===== src/rtl/adder_pkg.sv =====
// adder_pkg: FSM states and counter sizing shared by the multicycle adder
package adder_pkg;
  typedef enum logic [1:0] {IDLE = 2'd0, RUN = 2'd1, FIN = 2'd2} state_t;
  function automatic int cnt_width(input int width, input int chunk);
    return (width / chunk > 1) ? $clog2(width / chunk) : 1;
  endfunction
endpackage


===== src/rtl/chunk_adder.sv =====
// chunk_adder: CHUNK-bit ripple chain of full-adder cells, also exposing the carry into its top bit
module chunk_adder #(
  parameter int CHUNK = 2
) (
  input  logic [CHUNK-1:0] a,
  input  logic [CHUNK-1:0] b,
  input  logic             ci,
  output logic [CHUNK-1:0] s,
  output logic             co,
  output logic             c_msb
);
  always_comb begin
    s = '0;
    co = ci;
    c_msb = ci;
    for (int i = 0; i < CHUNK; i++) begin
      c_msb = co;
      s[i] = a[i] ^ b[i] ^ co;
      co = (a[i] & b[i]) | (co & (a[i] ^ b[i]));
    end
  end
endmodule


===== src/rtl/multicycle_adder.sv =====
// multicycle_adder: WIDTH-bit add/subtract over WIDTH/CHUNK cycles with a registered carry chain
module multicycle_adder
  import adder_pkg::*;
#(
  parameter int WIDTH = 8,
  parameter int CHUNK = 2
) (
  input  logic             clk,
  input  logic             rst_n,
  input  logic             start,
  input  logic             sub,
  input  logic             cin,
  input  logic [WIDTH-1:0] opa,
  input  logic [WIDTH-1:0] opb,
  output logic             ready,
  output logic             done,
  output logic [WIDTH-1:0] result,
  output logic             cout,
  output logic             overflow,
  output logic             zero
);
  localparam int N = WIDTH / CHUNK;
  localparam int CW = cnt_width(WIDTH, CHUNK);
  localparam logic [CW-1:0] LAST = CW'(N - 1);
  state_t state, next;
  logic [WIDTH-1:0] a_sr, b_sr, acc, sum_next;
  logic [CW-1:0] cnt;
  logic carry, co, c_msb;
  logic [CHUNK-1:0] s;
  logic [WIDTH+CHUNK-1:0] wide;
  chunk_adder #(.CHUNK(CHUNK)) u_add (
    .a(a_sr[CHUNK-1:0]),
    .b(b_sr[CHUNK-1:0]),
    .ci(carry),
    .s(s),
    .co(co),
    .c_msb(c_msb)
  );
  // partial sums enter from the MSB side so the final chunk lands in the top bits
  assign wide = {s, acc};
  assign sum_next = wide[WIDTH+CHUNK-1:CHUNK];
  assign ready = state == IDLE;
  assign done = state == FIN;
  always_ff @(posedge clk or negedge rst_n)
    if (!rst_n) state <= IDLE;
    else state <= next;
  always_comb begin
    next = IDLE;
    next = (state == IDLE) ? (start ? RUN : IDLE) :
           (state == RUN)  ? ((cnt == LAST) ? FIN : RUN) : IDLE;
  end
  // outputs load on the last RUN edge so they are already valid while DONE is high
  always_ff @(posedge clk or negedge rst_n)
    if (!rst_n) begin
      a_sr <= '0;
      b_sr <= '0;
      acc <= '0;
      carry <= 1'b0;
      cnt <= '0;
      result <= '0;
      cout <= 1'b0;
      overflow <= 1'b0;
      zero <= 1'b1;
    end else if (state == IDLE && start) begin
      a_sr <= opa;
      b_sr <= sub ? ~opb : opb;
      carry <= sub | cin;
      cnt <= '0;
    end else if (state == RUN) begin
      a_sr <= a_sr >> CHUNK;
      b_sr <= b_sr >> CHUNK;
      acc <= sum_next;
      carry <= co;
      cnt <= cnt + 1'b1;
      if (cnt == LAST) begin
        result <= sum_next;
        cout <= co;
        overflow <= co ^ c_msb;
        zero <= sum_next == '0;
      end
    end
endmodule


===== config.mk =====
export PLATFORM = sky130hd
export DESIGN_NAME = multicycle_adder
export DESIGN_NICKNAME = d
export VERILOG_FILES = /design/src/rtl/adder_pkg.sv /design/src/rtl/chunk_adder.sv /design/src/rtl/multicycle_adder.sv
export SDC_FILE = /design/constraint.sdc
export NUM_CORES = 1
export LEC_CHECK = 0
export CORE_UTILIZATION = 45
export CTS_CLUSTER_DIAMETER = 150
export DETAILED_ROUTE_END_ITERATION = 10
export PLACE_DENSITY = 0.74
export SLEW_MARGIN = 20
export SYNTH_ARGS = -nofsm -noshare
export SYNTH_HDL_FRONTEND = slang
export SYNTH_SLANG_ARGS = --single-unit

===== constraint.sdc =====
create_clock -name clk -period 2 [get_ports clk]
set_clock_uncertainty 0.2 [all_clocks]
set_input_delay 0.6 -clock clk [delete_from_list [all_inputs] [get_ports clk]]
set_output_delay 0.6 -clock clk [all_outputs]
set_load 0.01 [all_outputs]

==> flow_summary.json <==
{
  "status": "completed",
  "setup_viol": 0,
  "p_per_area_nw_per_um2": 1410,
  "slowest_stage": "dfrtp_2",
  "vias": 1232,
  "hold_ws_ns": 0.281,
  "arrival_ns": 1.16,
  "place_area_um2": 2100,
  "period_needed_ns": 1.96,
  "setup_ws_ns": 0.0372,
  "core_area_um2": 3470,
  "post_cts_buffers": 0,
  "p_leak_nw": 1.09,
  "layout-drive-gt1-share": 0.179,
  "r2r_cells": 5,
  "crit_end": "done",
  "grt_max_degree": 39,
  "synth-seq-area-share": 0.560,
  "cts_sinks": 38,
  "fin_area_um2": 2230,
  "min_path_type": "register to register",
  "wl_per_cell_um": 13.2,
  "fmax_ghz": 0.509,
  "hold_viol_final": 0,
  "dieArea_um2": 4030,
  "tightest_slew_ns": 0.369,
  "clockBufferDepth": 2,
  "yosys_warnings": 0,
  "path_buf_inv": 2,
  "dp.cells": 233,
  "drc_errors": 0,
  "clk_pin_slew_ns": 0.07,
  "finalPower_mw": 3.14,
  "layoutNonFillerInstCount": 241,
  "hold-path-cell-count": 2,
  "grt_usage": 0.179,
  "wirelength_mm": 3.18,
  "synth_cells": 155,
  "overflow": 0,
  "drt_iter0_markers": 62,
  "place.gp.congestion": 0.812,
  "path_depth": 3,
  "cap_violations": 0,
  "final_core_utilization": 0.644,
  "ant_nets": 0,
  "grt_pass1_vias": 1308,
  "antenna_cells": 0,
  "syn-cell-area_um2": 1700,
  "slowest_delay_ns": 0.44,
  "syn_avg_cell_area_um2": 11.0,
  "crit_path_end_kind": "primary output",
  "fp-row-count": 21,
  "ir_drop_mv": 0.589,
  "required_ns": 1.20,
  "pin_count": 34,
  "report.final.slew_viol_count": 0,
  "port-buffer-count": 33,
  "grt_first_pass_wirelength_mm": 5.48,
  "critPathLaunchType": "register",
  "post-place-ws_ns": -0.229,
  "rsz0062_at_grt": "yes",
  "max_slew_margin": 0.753,
  "syn-num-nets": 179,
  "synth_cell_types": 30,
  "crit_family": "flip-flops",
  "worst-path-max-fanout": 7,
  "initial_core_util": 0.490,
  "r2r_start": "a_sr[0]",
  "ys_seq_elements": 38,
  "antenna_found_initial": 0,
  "fp.dieW_um": 63.5,
  "h-tree-depth": 2,
  "cp-startpoint": "state[1]",
  "timing.final.crit_share": 0.981,
  "finalSetupTns_ns": 0,
  "insertion_delay_ns": 0.29,
  "cts-root-buf": "clkbuf_8",
  "viasPerCell": 5.11,
  "crit_type": "register to primary output",
  "nNetsFinal": 218,
  "cts_made_buffers": 5,
  "r2r_slack_ns": 0.11,
  "die_height_um": 63.5,
  "cts_tree": "yes",
  "path_cells": "inv_1, nor2_1, clkdlybuf4s15_1",
  "drt_pre_antenna_iters": 4,
  "worstReg2RegEnd": "zero",
  "place_hpwl_mm": 2.31,
  "syn2layout_area_growth_pct": 31.3
}
==> worst min-delay path, stage by stage, from the launching register on <==
cell and delay [ns]:
dfrtp_1 0.35, nand2_1 0.04, o21ai_0 0.06
==> cells in the mapped netlist, drive strengths merged <==
master,number,share of area
dfrtp,37,0.54
nand2,28,0.062
o21ai,17,0.050
nor2,10,0.022
xnor2,9,0.046
a22oi,7,0.031
buf,7,0.033
inv,7,0.015
mux2,6,0.040
a221o,5,0.033
clkbuf,3,0.0066
a22o,2,0.010
a32o,2,0.012
fa,2,0.024
a21oi,1,0.0029
and2b,1,0.0044
dfstp,1,0.015
ha,1,0.0074
nand2b,1,0.0037
nand3,1,0.0029
nand3b,1,0.0066
nand4,1,0.0037
nor2b,1,0.0037
nor4,1,0.0037
o211ai,1,0.0044
o21bai,1,0.0066
or3b,1,0.0052
==> routing by layer <==
metal  up-vias  global-route usage  wire length, um
met3         2              0.0670              163
li1        607                   -                -
met4         0              0.0710                8
met5         -                   0                0
met2        34               0.299             1580
met1       589               0.205             1430
==> worst min-delay path by stage <==
stage	slack [ns]	from	endpoint
floorplan	0.10	rst_n	a_sr[0]
global placement	0.26	result[6]	result[6]
detailed placement	0.27	a_sr[3]	a_sr[3]
CTS	0.28	zero	zero
global route	0.30	zero	zero
finish	0.28	overflow	overflow
==> sequential cells by signal (all words and copies together) (netlist names) <==
name and cells:
acc 6, state 2, overflow 1, result 8, carry 1, b_sr 8, cnt 2, a_sr 8
cout 1, zero 1
==> logic make-up (layout without fill, tap and decap cells) <==
family                   Yosys count  count (layout)  share of synthesized area
adder cells (fa/ha/maj)            3               3                     0.0309
AND/OR/NAND/NOR                   46              46                      0.118
buffers and inverters             17              57                     0.0552
flip-flops                        38              38                      0.560
XOR/XNOR                           9               9                     0.0464
AO/OA/AOI/OAI                     36              36                      0.150
multiplexers                       6               6                     0.0397
==> power by group <==
part / internal, mW / switching [mW] / total, mW
Clock: 0.277 / 0.266 / 0.543
Combinational: 0.649 / 0.648 / 1.30
Sequential: 1.10 / 0.201 / 1.30
==> layout by cell type, fill, tap and decap left out, drive strengths merged <==
cell	n
nor2	10
nand3b	1
and2b	1
nor2b	1
mux2	6
nand4	1
clkinv	1
dfstp	1
dlymetal6s2s	9
a221o	5
o21ai	17
or3b	1
inv	7
clkbuf	6
clkdlybuf4s15	2
a22oi	7
o211ai	1
clkdlybuf4s50	20
nand2	28
nand3	1
o21bai	1
nand2b	1
dlygate4sd2	2
fa	2
a21oi	1
ha	1
clkinvlp	1
a22o	2
dfrtp	37
nor4	1
a32o	2
xnor2	9
buf	9
==> layout make-up <==
class / count / area (um2)
clock inverters: 2 / 12.5
well taps: 46 / 57.6
fillers: 302 / 1240
multi-input cells: 100 / 669
clock buffers: 6 / 82.6
repair buffers: 42 / 430
flip-flops and latches: 38 / 953
inverters: 7 / 26.3
==> what timing repair did <==
action	in CTS	in global routing
hold buffers	0	0
setup endpoints to repair	5	15
gates resized for setup	6	14
(Power assumes the default switching activity.)
